==> config.mk <==
export PLATFORM = sky130hd
export DESIGN_NAME = muldiv_unit
export DESIGN_NICKNAME = d
export VERILOG_FILES = /design/src/rtl/muldiv_pkg.sv /design/src/rtl/muldiv_signfix.sv /design/src/rtl/muldiv_unit.sv
export SDC_FILE = /design/constraint.sdc
export NUM_CORES = 1
export LEC_CHECK = 0
export CAP_MARGIN = 20
export CORE_AREA = 2 2 163 165
export CTS_CLUSTER_DIAMETER = 40
export DETAILED_ROUTE_END_ITERATION = 8
export DIE_AREA = 0 0 165 167
export PLACE_DENSITY = 0.85
export SYNTH_ARGS = -nofsm -noshare
export SYNTH_HDL_FRONTEND = slang
export SYNTH_HIERARCHICAL = 1
export SYNTH_SLANG_ARGS = --single-unit
==> constraint.sdc <==
create_clock -name clk -period 9.05 [get_ports clk]
set_input_delay 2.2625 -clock clk [delete_from_list [all_inputs] [get_ports clk]]
set_output_delay 2.2625 -clock clk [all_outputs]
set_load 0.05 [all_outputs]
==> src/rtl/muldiv_pkg.sv <==
// rtl/muldiv_pkg.sv - shared funct3 and FSM encodings for the iterative mul/div unit
package muldiv_pkg;

    typedef enum logic [2:0] {
        F3_MUL    = 3'd0,
        F3_MULH   = 3'd1,
        F3_MULHSU = 3'd2,
        F3_MULHU  = 3'd3,
        F3_DIV    = 3'd4,
        F3_DIVU   = 3'd5,
        F3_REM    = 3'd6,
        F3_REMU   = 3'd7
    } funct3_e;

    typedef enum logic [1:0] {
        ST_IDLE = 2'd0,
        ST_CALC = 2'd1,
        ST_FIX  = 2'd2,
        ST_DONE = 2'd3
    } state_e;

    localparam logic [5:0] LAST_ITER = 6'd31;

endpackage

==> src/rtl/muldiv_signfix.sv <==
// rtl/muldiv_signfix.sv - conditional two's-complement negate (magnitude and sign restore)
module muldiv_signfix #(
    parameter int W = 32
) (
    input  logic [W-1:0] val,
    input  logic         neg,
    output logic [W-1:0] res
);

    assign res = neg ? -val : val;

endmodule

==> src/rtl/muldiv_unit.sv <==
// rtl/muldiv_unit.sv - RV32M multiply/divide unit, 32 shift-add / restoring iterations, fixed 34-cycle latency
module muldiv_unit
    import muldiv_pkg::*;
(
    input  logic        clk,
    input  logic        rst_n,
    input  logic        start,
    input  logic [2:0]  funct3,
    input  logic [31:0] A,
    input  logic [31:0] B,
    output logic        busy,
    output logic        done,
    output logic [31:0] result
);

    state_e      state, state_nxt;
    logic [5:0]  cnt;
    funct3_e     op;
    logic [31:0] opnd;
    logic [31:0] a_orig;
    logic [63:0] acc;
    logic        neg_q, neg_r, b_zero;
    logic [31:0] result_q;

    logic        accept;
    logic        a_signed, b_signed, sa, sb;
    logic [31:0] mag_a, mag_b;

    logic        is_mul, is_rem;
    logic [32:0] mul_sum;
    logic [32:0] rem_sh;
    logic [32:0] div_diff;
    logic [63:0] acc_step;
    logic [63:0] fix_in;
    logic        fix_neg;
    logic [63:0] fix_res;
    logic [31:0] fix_word;

    assign a_signed = (funct3 == F3_MULH) || (funct3 == F3_MULHSU) ||
                      (funct3 == F3_DIV)  || (funct3 == F3_REM);
    assign b_signed = (funct3 == F3_MULH) || (funct3 == F3_DIV) || (funct3 == F3_REM);
    assign sa       = a_signed & A[31];
    assign sb       = b_signed & B[31];

    muldiv_signfix #(.W(32)) u_mag_a (.val(A), .neg(sa), .res(mag_a));
    muldiv_signfix #(.W(32)) u_mag_b (.val(B), .neg(sb), .res(mag_b));

    assign accept = (state == ST_IDLE) && start;
    assign busy   = (state == ST_CALC) || (state == ST_FIX);
    assign done   = (state == ST_DONE);
    assign result = result_q;

    always_ff @(posedge clk or negedge rst_n) begin
        if (!rst_n) begin
            state <= ST_IDLE;
        end else begin
            state <= state_nxt;
        end
    end

    always_comb begin
        state_nxt = state;
        case (state)
            ST_IDLE: if (start) state_nxt = ST_CALC;
            ST_CALC: if (cnt == LAST_ITER) state_nxt = ST_FIX;
            ST_FIX:  state_nxt = ST_DONE;
            ST_DONE: state_nxt = ST_IDLE;
            default: state_nxt = ST_IDLE;
        endcase
    end

    assign is_mul = ~op[2];
    assign is_rem = op[1];

    // Multiply: multiplier sits in acc[31:0] and shifts out as the product shifts in from the top.
    // Divide: acc holds {partial remainder, dividend-then-quotient}.
    always_comb begin
        mul_sum  = {1'b0, acc[63:32]} + (acc[0] ? {1'b0, opnd} : 33'd0);
        rem_sh   = acc[63:31];
        div_diff = rem_sh - {1'b0, opnd};
        acc_step = {mul_sum, acc[31:1]};
        if (!is_mul) begin
            if (!div_diff[32]) begin
                acc_step = {div_diff[31:0], acc[30:0], 1'b1};
            end else begin
                acc_step = {rem_sh[31:0], acc[30:0], 1'b0};
            end
        end
    end

    always_comb begin
        fix_in  = acc;
        fix_neg = neg_q;
        if (!is_mul) begin
            fix_in  = is_rem ? {32'd0, acc[63:32]} : {32'd0, acc[31:0]};
            fix_neg = is_rem ? neg_r : neg_q;
        end
    end

    muldiv_signfix #(.W(64)) u_fix (.val(fix_in), .neg(fix_neg), .res(fix_res));

    // Divide-by-zero results are forced rather than relying on the signed magnitude path.
    always_comb begin
        fix_word = fix_res[31:0];
        if (is_mul) begin
            fix_word = (op == F3_MUL) ? fix_res[31:0] : fix_res[63:32];
        end else if (b_zero) begin
            fix_word = is_rem ? a_orig : 32'hFFFF_FFFF;
        end
    end

    always_ff @(posedge clk or negedge rst_n) begin
        if (!rst_n) begin
            cnt      <= 6'd0;
            op       <= F3_MUL;
            opnd     <= 32'd0;
            a_orig   <= 32'd0;
            acc      <= 64'd0;
            neg_q    <= 1'b0;
            neg_r    <= 1'b0;
            b_zero   <= 1'b0;
            result_q <= 32'd0;
        end else begin
            if (accept) begin
                op     <= funct3_e'(funct3);
                opnd   <= funct3[2] ? mag_b : mag_a;
                acc    <= {32'd0, (funct3[2] ? mag_a : mag_b)};
                a_orig <= A;
                neg_q  <= sa ^ sb;
                neg_r  <= sa;
                b_zero <= (B == 32'd0);
                cnt    <= 6'd0;
            end else if (state == ST_CALC) begin
                acc <= acc_step;
                cnt <= cnt + 6'd1;
            end else if (state == ST_FIX) begin
                result_q <= fix_word;
            end
        end
    end

endmodule

* Word-level counts from Yosys, hierarchy flattened
Cells that the tools add are included.
** Storage, ports and cells
- Register bits :: 174
- Input bits :: 70
- Output and inout port bits :: 34
- Logic and storage cells :: 67
** Operators by class
- Add/subtract/negate cells :: 6
- Equality and inequality tests :: 10
- Multiplexer cells :: 23
- Bitwise gates (word level) :: 5
- Reductions and logical operators :: 13
** Operators by type and width (count)
- $mux W64 :: 6
- $mux W32 :: 10
- $neg A32 Y32 :: 2
- $neg A64 Y64 :: 1
- $add A32 B32 Y33 :: 1
- $sub A33 B32 Y33 :: 1
- $logic_not A32 Y1 :: 1
- $mux W6 :: 2
- $pmux W2 S4 :: 1
- $add A6 B1 Y6 const B :: 1
- $eq A3 B3 Y1 const B :: 2
- $eq A6 B5 Y1 const B :: 1
- $logic_or A1 B1 Y1 :: 6
- $eq A2 B2 Y1 const B :: 2
- $mux W2 :: 2
- $eq A3 B1 Y1 const B :: 1
- $eq A3 B2 Y1 const B :: 1
- $logic_not A3 Y1 :: 1
- $reduce_and A3 Y1 :: 1
- $and A1 B1 Y1 :: 2
- $eq A2 B1 Y1 const B :: 1
- $logic_not A2 Y1 :: 1
- $mux W1 :: 2
- $ne A2 B1 Y1 const B :: 1
- 6 further kinds :: 7

* Depth between registers and ports, before layout
- Word-level depth :: 8
- Gate-level depth with buffers :: 16
- Gate-level depth less buffers :: 14

* By module
The synthesis kept the hierarchy.
** By module, submodules not included
- muldiv_unit :: times used 1, cells an instance 1610, area each 13624.3 um^2, sequential area each 4354.2 um^2
- muldiv_signfix at u_fix :: times used 1, cells an instance 209, area each 1539.0 um^2, sequential area each 0.0 um^2
- muldiv_signfix at u_mag_a ... :: times used 2, cells an instance 108, area each 767.0 um^2, sequential area each 0.0 um^2

* Least setup slack after synthesis
OpenSTA, ideal clock, no wires.
- Path type :: in2reg
- Start point :: input B[14]
- End point :: register opnd[30]
- Library setup time :: 0.083 ns
- Data arrival time :: 4.231 ns
- Data required time :: 8.967 ns
- Slack :: 4.736 ns
- Stages :: 7
- Path buffers :: 1
- Cells stage by stage :: or4_4 or4_4 buf_6 or3_1 o311ai_1 mux2i_1 o21ai_0
** Between the ends
- Cells in the longest elaborated chain, start to end :: 3
** Ends and longest elaborated chain
- start, declared :: line muldiv_unit.sv:10 : input logic [31:0] B,
- $neg A32 Y32 :: line muldiv_signfix.sv:10 : assign res = neg ? -val : val;
- $mux W32 :: line muldiv_signfix.sv:10
- named net mag_b[30] :: line muldiv_unit.sv:27 : logic [31:0] mag_a, mag_b;
- $mux W32 :: line muldiv_unit.sv:126 : opnd <= funct3[2] ? mag_b : mag_a;
- end signal, assigned :: line muldiv_unit.sv:126
- end, declared :: line muldiv_unit.sv:19 : logic [31:0] opnd;
The timed path passes the listed nets, and every way through them passes these cells.
A chain may end at the register's enable or synchronous reset.

* Worst setup path after layout
- Start point :: input A[20]
- End point :: register acc[30]
** Between the ends
- Cells in the longest elaborated chain, start to end :: 4
** Ends and longest elaborated chain
- start, declared :: line muldiv_unit.sv:9 : input logic [31:0] A,
- $neg A32 Y32 :: line muldiv_signfix.sv:10
- $mux W32 :: line muldiv_signfix.sv:10
- named net mag_a[30] :: line muldiv_unit.sv:27
- $mux W32 :: line muldiv_unit.sv:127 : acc <= {32'd0, (funct3[2] ? mag_a : mag_b)};
- $mux W64 :: line muldiv_unit.sv:124 : if (accept) begin
- end signal, assigned :: line muldiv_unit.sv:127
- end signal, assigned :: line muldiv_unit.sv:134 : acc <= acc_step;
- end, declared :: line muldiv_unit.sv:21 : logic [63:0] acc;
The timed path passes the listed nets, and every way through them passes these cells.

==> results.sh <==
export IMPL_met2_usage_pct=63.3
export IMPL_finalClockSkew_ps=22.9
export IMPL_fillers=2065
export IMPL_cts_buffers=17
export IMPL_grt_pass1_wl_um=88800
export IMPL_synth_fp_nets=2180
export IMPL_cp_max_fo=5
export IMPL_port_buffers=103
export IMPL_power_leakage_uw=0.00769
export IMPL_ant_nets=0
export IMPL_maxCapViolCount=0
export IMPL_busiest_layer="met2"
export IMPL_die_x_um=165
export IMPL_crit_type="primary input to flip-flop"
export IMPL_cp_slowest_stage_delay_ps=840
export IMPL_dp_hpwl_um=44100
export IMPL_ys_types=81
export IMPL_grt_max_degree=101
export IMPL_period_minus_slack_ps=5210
export IMPL_endpoint_kind="flip-flop"
export IMPL_syn_area_per_cell_um2=8.21
export IMPL_ys_top_cells_by_count="271 x nand2_1, 174 x dfrtp_1, 155 x xnor2_1, 135 x a21oi_1, 130 x o21ai_0"
export IMPL_synth_top_cell_by_area="dfrtp_1"
export IMPL_worstPathArrival_ps=5570
export IMPL_synthTopCellsByArea="dfrtp_1 26%, xnor2_1 8.1%, mux2i_1 7.0%"
export IMPL_slew_headroom_pct=28.2
export IMPL_cts_resized=0
export IMPL_crit_chain="clkdlybuf4s50_1 -> nor4_1 -> nand4_1 -> or3_1 -> o311ai_1 -> mux2i_1 -> o21ai_0"
export IMPL_drc=0
export IMPL_crit_buf_inv=1
export IMPL_nNetsFinal=2196
export IMPL_hold_viol=0
export IMPL_critPathSlowestCell="nor4_1"
export IMPL_gr_usage_met1_pct=56.6
export IMPL_rr_startpoint="acc[31]"
export IMPL_dieArea_um2=27600
export IMPL_period_share_pct=57.5
export IMPL_startpoint_type="primary input"
export IMPL_fin_setup_tns_ps=0
export IMPL_instances_no_fill=2401
export IMPL_yosys_register_bits=174
export IMPL_gr_total_overflow=0
export IMPL_gp_routability_congestion=1.03
export IMPL_fmaxAchievable_ghz=0.192
export IMPL_dp_cells=2363
export IMPL_num_vias=16600
export IMPL_drt_iter0_markers=2426
export IMPL_synthCells=2035
export IMPL_core_rowCount=59
export IMPL_cts_tree="yes"
export IMPL_core_um2=25800
export IMPL_ctsHoldBuffers=0
export IMPL_async_flop_share_pct=100
export IMPL_initial_core_util_pct=64.8
export IMPL_holdCritPathClass="flip-flop to flip-flop"
export IMPL_vias_per_cell=6.93
export IMPL_cts_root_buffer="clkbuf_16"
export IMPL_htreeDepth=4
export IMPL_rsz0062_at_grt="false"
export IMPL_cp_top_family="simple AND/OR/NAND/NOR gates"
export IMPL_yosysSeqAreaShare_pct=26.1
export IMPL_wirelength_um=58400
export IMPL_vdd_ir_drop_max_mv=0.339
export IMPL_antenna_found_initial=5
export IMPL_drt_pass1_iter_count=9
export IMPL_grt_pass1_vias=15400
export IMPL_p_per_area_nw_per_um2=446
export IMPL_setup_viol=0
export IMPL_yosys_cell_count_top_type="nand2_1"
export IMPL_worstMarginPinSlew_ps=1080
export IMPL_cts_setup_buffers=0
export IMPL_synth_edf_count=0
export IMPL_die_y_um=167
export IMPL_layout_setup_ws_ps=3840
export IMPL_worstPathRequired_ps=9410
export IMPL_min_from="a_orig[29]"
export IMPL_ys_warn_count=6
export IMPL_pre_cts_ws_ps=3540
export IMPL_detail_route_wl_per_cell_um=24.3
export IMPL_clk_pin_slew_ps=80
export IMPL_drive_gt1_share_pct=7.95
export IMPL_clk_latency_ps=460
export IMPL_startpoint="A[20]"
export IMPL_syn_cell_area_um2=16700
export IMPL_use_met3_pct=10.5
export IMPL_yosysTopAreaCellShare_pct=26.1
export IMPL_clock_sinks=174
export IMPL_regArea_um2=4360
export IMPL_slew_violations=0
export IMPL_pin_count=104
export IMPL_outcome="finished, final reports clean"
export IMPL_multi_input_area_um2=11600
export IMPL_ys_flop_type="dfrtp_1"
export IMPL_area_growth_pct=10.7
export IMPL_track_usage_pct=42.0
export IMPL_cts_buffer_depth=2
## registers in the layout, summed over array words and instances (netlist names)
signal / flops
op: 3
opnd: 32
acc: 64
neg_q: 1
cnt: 6
b_zero: 1
state: 2
neg_r: 1
result: 32
a_orig: 32
## path summary, 6_finish.rpt
kind	endpoint	slack, ps	cells past startpoint
max in group asynchronous	op[2]	5380	2
min in group asynchronous	cnt[0]	1940	1
max reg2reg	acc[56]	4380	14
min	a_orig[29]	490	2
min reg2reg	a_orig[29]	490	2
max	acc[30]	3840	7
## placed cells by master (no fill, tap or decap), types with 17 or more instances in the layout
cell type        synthesis  routed
nand2_1                271     270
dfrtp_1                174     173
xnor2_1                155     155
a21oi_1                135     135
o21ai_0                130     130
mux2i_1                116     116
nor2_1                 113     112
clkdlybuf4s50_1          0     101
ha_1                    73      71
inv_1                   63      63
mux2_2                  63      63
nand2b_1                53      53
nor2b_1                 45      44
o31ai_1                 43      43
o211ai_1                40      40
and2_1                  39      38
a221oi_1                34      34
a21o_1                  31      31
o21ai_1                 27      27
o41ai_1                 27      27
xor2_1                  22      22
nand4_1                 19      19
nor4_1                  18      18
or3_1                   17      17
clkbuf_16                0      17
## final cells by class
class	instances	area share, %
Tap cell	335	2.27
Sequential cell	174	23.6
Clock inverter	14	1.02
Clock buffer	18	2.38
Antenna cell	2	0.0271
Multi-Input combinational cell	1670	62.7
Inverter	65	1.32
Timing Repair Buffer	123	6.71
## worst min-delay path, delay by kind of cell (launching register included)
kind	cells	cell delay [ps]
flops	1	350
simple gates	2	110
## per-stage QoR
stage          hold slack [ps]  util [%]  power [uW]  cell area (um^2)
2_1_floorplan              437         -        5740             16700
3_3_place_gp               457      68.9        7060             17800
3_5_place_dp               465      69.0        7190             17800
4_1_cts                    486      71.4        8020             18400
5_1_grt                    524      71.7        8730             18500
6_report                   490      71.8        8240             18500
## cell families (layout without fill, tap and decap cells)
family	Yosys count	count (layout)	share of synthesized area, %
other	0	2	0
and+or+nand+nor	668	668	20.0
xor gates and xnor gates	178	178	9.45
AOI/OAI and AO/OA	561	561	22.3
muxes	188	188	11.8
buffers and inverters	191	220	4.65
adders and majority gates	75	75	5.71
DFF	174	174	26.1
## where the power goes
part	switching (uW)	leakage, uW	internal, uW
Sequential	625	0.00211	1150
Clock	403	0.000302	386
Combinational	3350	0.00528	2320
Total	4380	0.00769	3860
## per-layer routing
metal	up-vias	part of all wire, %
li1	7405	-
met4	8	5.4
met1	7900	39
met2	1108	43
met5	-	0.098
met3	215	12
Note: power is estimated with default switching activity, not from simulation.
==> edit 1: new RTL, config.mk and constraints unchanged <==
Make the reset (`rst_n`) synchronous in 2 clocked blocks.
--- a/src/rtl/muldiv_unit.sv
+++ b/src/rtl/muldiv_unit.sv
@@ -50,7 +50,7 @@
     assign done   = (state == ST_DONE);
     assign result = result_q;
 
-    always_ff @(posedge clk or negedge rst_n) begin
+    always_ff @(posedge clk) begin
         if (!rst_n) begin
             state <= ST_IDLE;
         end else begin
@@ -109,7 +109,7 @@
         end
     end
 
-    always_ff @(posedge clk or negedge rst_n) begin
+    always_ff @(posedge clk) begin
         if (!rst_n) begin
             cnt      <= 6'd0;
             op       <= F3_MUL;
Formal check against the unedited RTL: differs if rst_n is asserted again (counterexample within 4 cycles, from zero or initial values and one cycle with rst_n low); with rst_n held inactive, the same outputs for 10 cycles.
==> edit 1 against the unedited design <==
Cell area is 2.8% lower. Utilization shrank 2.0 points. Hold slack worse by 0.022 ns. Count of clock-buffer cells in the layout is 1 higher. Sequential cell count unchanged. Combinational power down 29%. Highest routed layer is now met4. Power down 25%. Area after synthesis fell by 2.1%. Cell count rose by 3.1%. Sequential share of layout area shrank 4.2 points. Wire length down 5.3%. Register-to-register slack improved by 0.09 ns. First-iteration DRC count shrank 17%. Worst setup slack worse by 0.15 ns.
==> edit 1: results (changes against the unedited design) <==
[yosys]
ys_types = 89  ; +9.9%
postSynthCellCount = 2135  ; +4.9%
ys_async_sr_fraction = 0  ; -1.000
synth_top_cells_by_area = dfxtp_1, xnor2_1, mux2i_1
ys_seq_area_frac = 0.2130  ; -0.04775
synthTopCellsByCount = nand2_1, dfxtp_1, a21oi_1
ys.flop_type = dfxtp_1

[run_status]
status = completed

[routing]
routed_wl_um = 55370  ; -5.3%
wl_met3_um = 5120  ; -26%
wl_met1_um = 22930  ; +0.28%
drt_first_pass_iters = 6  ; -3
maxUsedRoutingLayer = met4
avgViaCountPerCell = 6.786  ; -2.1%
drtIter0Drc = 2008  ; -17%
dr_wl_met2_um = 24840  ; -2.3%

[placement]
hpwl_um = 41750  ; -5.4%
dpl_cell_area_um2 = 17330  ; -2.5%
place_congestion = 1.032  ; +0.36%
dp.cells = 2440  ; +3.3%
preCtsSetupSlack_ns = 3.446  ; -0.09290 ns

[setup_path]
critPathArrivalTime_ns = 5.69  ; +0.12 ns
crit_fanout = 11  ; +6
ff2ff_setup_slack_ns = 4.47  ; +0.09 ns
rr_worst_depth = 10  ; -4
r2r-end = result[12]
cpLargestDelayFamily = simple AND/OR/NAND/NOR gates
slowest_delay_ns = 0.92  ; +0.08 ns
reg2reg_from = op[2]

[final_layout]
drive_gt1_frac = 0.06639  ; -0.01307
nMultiInputCombCells = 1719  ; +2.9%
diodes = 1  ; -1
sh_seq_area = 0.1942  ; -0.04154
nNonClkBuffers = 122  ; -0.81%
n_all_inverters = 92  ; +42%
flops_and_latches = 174  ; unchanged
layout.nets = 2271  ; +3.4%
n_clock_buffer = 19  ; +1
signal_buffer_area_fraction = 0.06644  ; -0.0006248
final-clk-cell-share = 0.03336  ; -0.0005452
multi_input_area_share = 0.6633  ; +0.03616
fillers = 2244  ; +8.7%

[global_route]
grt_pass1_vias = 15642  ; +1.5%
grt_max_degree = 120  ; +19%
grt_pass1_wl_um = 86130  ; -3.0%

[worst_hold_path]
worst_hold_path_type = reg -> reg
hp-start = a_orig[31]
min_to = a_orig[31]

[sta]
fin_hold_ws_ns = 0.4674  ; -0.02250 ns
finClkSkew_ns = 0.01834  ; -0.004524 ns
worst_pin_slew_ns = 1.176  ; +0.09852 ns

[pwr]
ir_worst_vdd_uv = 369.6  ; +9.0%

## edit 1: kinds of logic (layout without fill, tap and decap cells)
group / Yosys count / count (layout) / synth area share
multiplexers: 147 / 147 / 0.09350
XOR/XNOR: 172 / 172 / 0.09213
AO/OA/AOI/OAI: 689 / 689 / 0.2880
buffers and inverters: 242 / 246 / 0.05968
flip-flops: 174 / 174 / 0.2130
AND/OR/NAND/NOR: 636 / 636 / 0.1953
other: 0 / 1 / 0
adder cells (fa/ha/maj): 75 / 75 / 0.05831
## edit 1: how the worst max path moves through the flow
stage | slack, ns | cells after the start | endpoint | startpoint
2_1_floorplan | 4.65 | 7 | acc[30] | A[14]
3_3_place_gp | 3.57 | 7 | acc[21] | B[7]
3_5_place_dp | 3.45 | 8 | opnd[29] | B[8]
4_1_cts | 3.90 | 8 | opnd[29] | B[8]
5_1_grt | 3.54 | 8 | opnd[29] | B[8]
6_report | 3.69 | 8 | opnd[29] | B[7]
## edit 1: per-layer routing
| metal | up-vias | global-route usage |
|---|---|---|
| li1 | 7808 | - |
| met1 | 7932 | 0.5292 |
| met2 | 903 | 0.6239 |
| met3 | 153 | 0.07073 |
| met4 | 0 | 0.1754 |
| met5 | - | 0 |
## edit 1: worst reg2reg max path: cells and delay by family, from the launching register on
kind / cells / cell delay [ns]
xor+xnor: 1 / 0.13
buf+inv: 2 / 1.35
flops: 1 / 0.46
simple gates: 4 / 1.58
compound gates: 3 / 0.88
## edit 1: power breakdown
part	internal, mW	switching, mW
combinational	1.54	2.50
sequential	1.02	0.340
clock	0.421	0.364
==> edit 2: new RTL, same settings <==
Made on the original files. Compare `cnt` against `LAST_ITER` with >= in place of ==.
--- a/src/rtl/muldiv_unit.sv
+++ b/src/rtl/muldiv_unit.sv
@@ -62,7 +62,7 @@
         state_nxt = state;
         case (state)
             ST_IDLE: if (start) state_nxt = ST_CALC;
-            ST_CALC: if (cnt == LAST_ITER) state_nxt = ST_FIX;
+            ST_CALC: if (cnt >= LAST_ITER) state_nxt = ST_FIX;
             ST_FIX:  state_nxt = ST_DONE;
             ST_DONE: state_nxt = ST_IDLE;
             default: state_nxt = ST_IDLE;
Check against the original RTL: no difference found for any inputs over 10 cycles, from zero or initial values and one cycle with rst_n low; that may be too few to reach the edited logic, so the function may still have changed.
==> edit 2 against the unedited design <==
Global-route usage grew 0.34 points. Wire length down 0.16%. Sequential share of layout area is 0.18 points lower. Area after synthesis rose by 1.6%. Non-clock buffer count grew 1. Synthesized cell count up 2.3%. Power shrank 4.1%. Worst setup slack better by 0.23 ns. Clock skew is 0.0075 ns lower. Sequential cell count unchanged. Sequential power is 7% lower. Maximum frequency rose by 4.6%. Cell area is 0.78% higher. First-iteration DRC count is 5.2% higher.
==> edit 2: results (changes against the unedited design) <==
[sta]
finClkSkew_ns = 0.01534  ; -0.007524 ns
worst_pin_slew_ns = 1.100  ; +0.02345 ns

[global_route]
antenna_found_initial = 2  ; -3
grt_pass1_wl_um = 90450  ; +1.8%
grt_use_total = 0.4238  ; +0.003364
grt_pass1_vias = 15924  ; +3.3%

[routing]
wl_per_cell_um = 23.91  ; -1.8%
vias = 17001  ; +2.2%
drtIter0Drc = 2553  ; +5.2%
drt_first_pass_iters = 7  ; -2

[setup_path]
crit_fanout = 6  ; +1
cp-startpoint = A[7]

[final_layout]
fillers = 2093  ; +1.4%
drive_gt1_frac = 0.08317  ; +0.003718
finalNonFillerCells = 2440  ; +1.6%
layout.nets = 2236  ; +1.8%

[yosys]
ys_seq_area_frac = 0.2567  ; -0.004059
synthTopCellsByCount = nand2_1, dfrtp_1, o21ai_0
postSynthCellCount = 2081  ; +2.3%
ys_types = 93  ; +15%
synth-adder-area-share = 0.05621  ; -0.0008888
synth_top_cells_by_area = dfrtp_1, xnor2_1, mux2i_1

[placement]
place_congestion = 1.040  ; +1.1%
preCtsSetupSlack_ns = 3.742  ; +0.2023 ns
hpwl_um = 43470  ; -1.5%

[worst_hold_path]
hp-start = a_orig[22]

[pwr]
leakage_nw = 7.639  ; -0.63%
ir_worst_vdd_uv = 346.9  ; +2.4%

[run_status]
status = completed

[clock_tree]
clk_latency_ns = 0.44  ; -0.02 ns

-- edit 2: final timing paths --
check | end | slack [ns] | cells past startpoint
max | acc[24] | 4.07 | 7
max reg2reg | acc[40] | 4.33 | 12
min reg2reg | a_orig[22] | 0.48 | 2
min in group asynchronous | acc[8] | 1.94 | 1
max in group asynchronous | a_orig[21] | 5.48 | 2
min | a_orig[22] | 0.48 | 2
-- edit 2: logic make-up (layout without fill, tap and decap cells) --
group	Yosys count	after routing
buffers and inverters	199	222
flip-flops	174	174
multiplexers	176	176
adder cells (fa/ha/maj)	75	75
AO/OA/AOI/OAI	597	597
XOR/XNOR	166	166
AND/OR/NAND/NOR	694	694
other	0	1
-- edit 2: final cells by class --
class	instances	share of cell area
Inverter	66	0.01330
Sequential cell	174	0.2339
Clock buffer	19	0.02377
Antenna cell	1	0.0001343
Multi-Input combinational cell	1708	0.6339
Timing Repair Buffer	124	0.06587
Clock inverter	13	0.006648
Tap cell	335	0.02250
-- edit 2: layer usage --
metal  track usage  vias up  wire length, um
li1              -     7608                -
met1        0.5874     8047            23520
met2        0.6270     1122            25050
met3       0.07796      222             6250
met4        0.2231        2             3521
met5             0        -                8
-- edit 2: critical path: cells and delay by family --
| kind | cells | cell delay (ns) |
|---|---|---|
| buf+inv | 1 | 0.50 |
| compound gates | 2 | 0.87 |
| xor+xnor | 1 | 0.22 |
| simple gates | 2 | 1.14 |
| mux | 1 | 0.28 |
-- edit 2: per-stage QoR --
step / power, mW / hold slack [ns] / cell area [um^2]
floorplan: 5.544 / 0.4368 / 16960
global placement: 6.805 / 0.4533 / 18010
detailed placement: 6.935 / 0.4602 / 18010
CTS: 7.721 / 0.4810 / 18580
global route: 8.419 / 0.5084 / 18630
finish: 7.896 / 0.4780 / 18630
-- edit 2: power breakdown --
part           leakage, nW  total [mW]  switching, mW  internal, mW
clock                0.268       0.745          0.372         0.373
combinational         5.24        5.49           3.31          2.18
sequential            2.13        1.66          0.519          1.14
total                 7.64        7.90           4.20          3.69
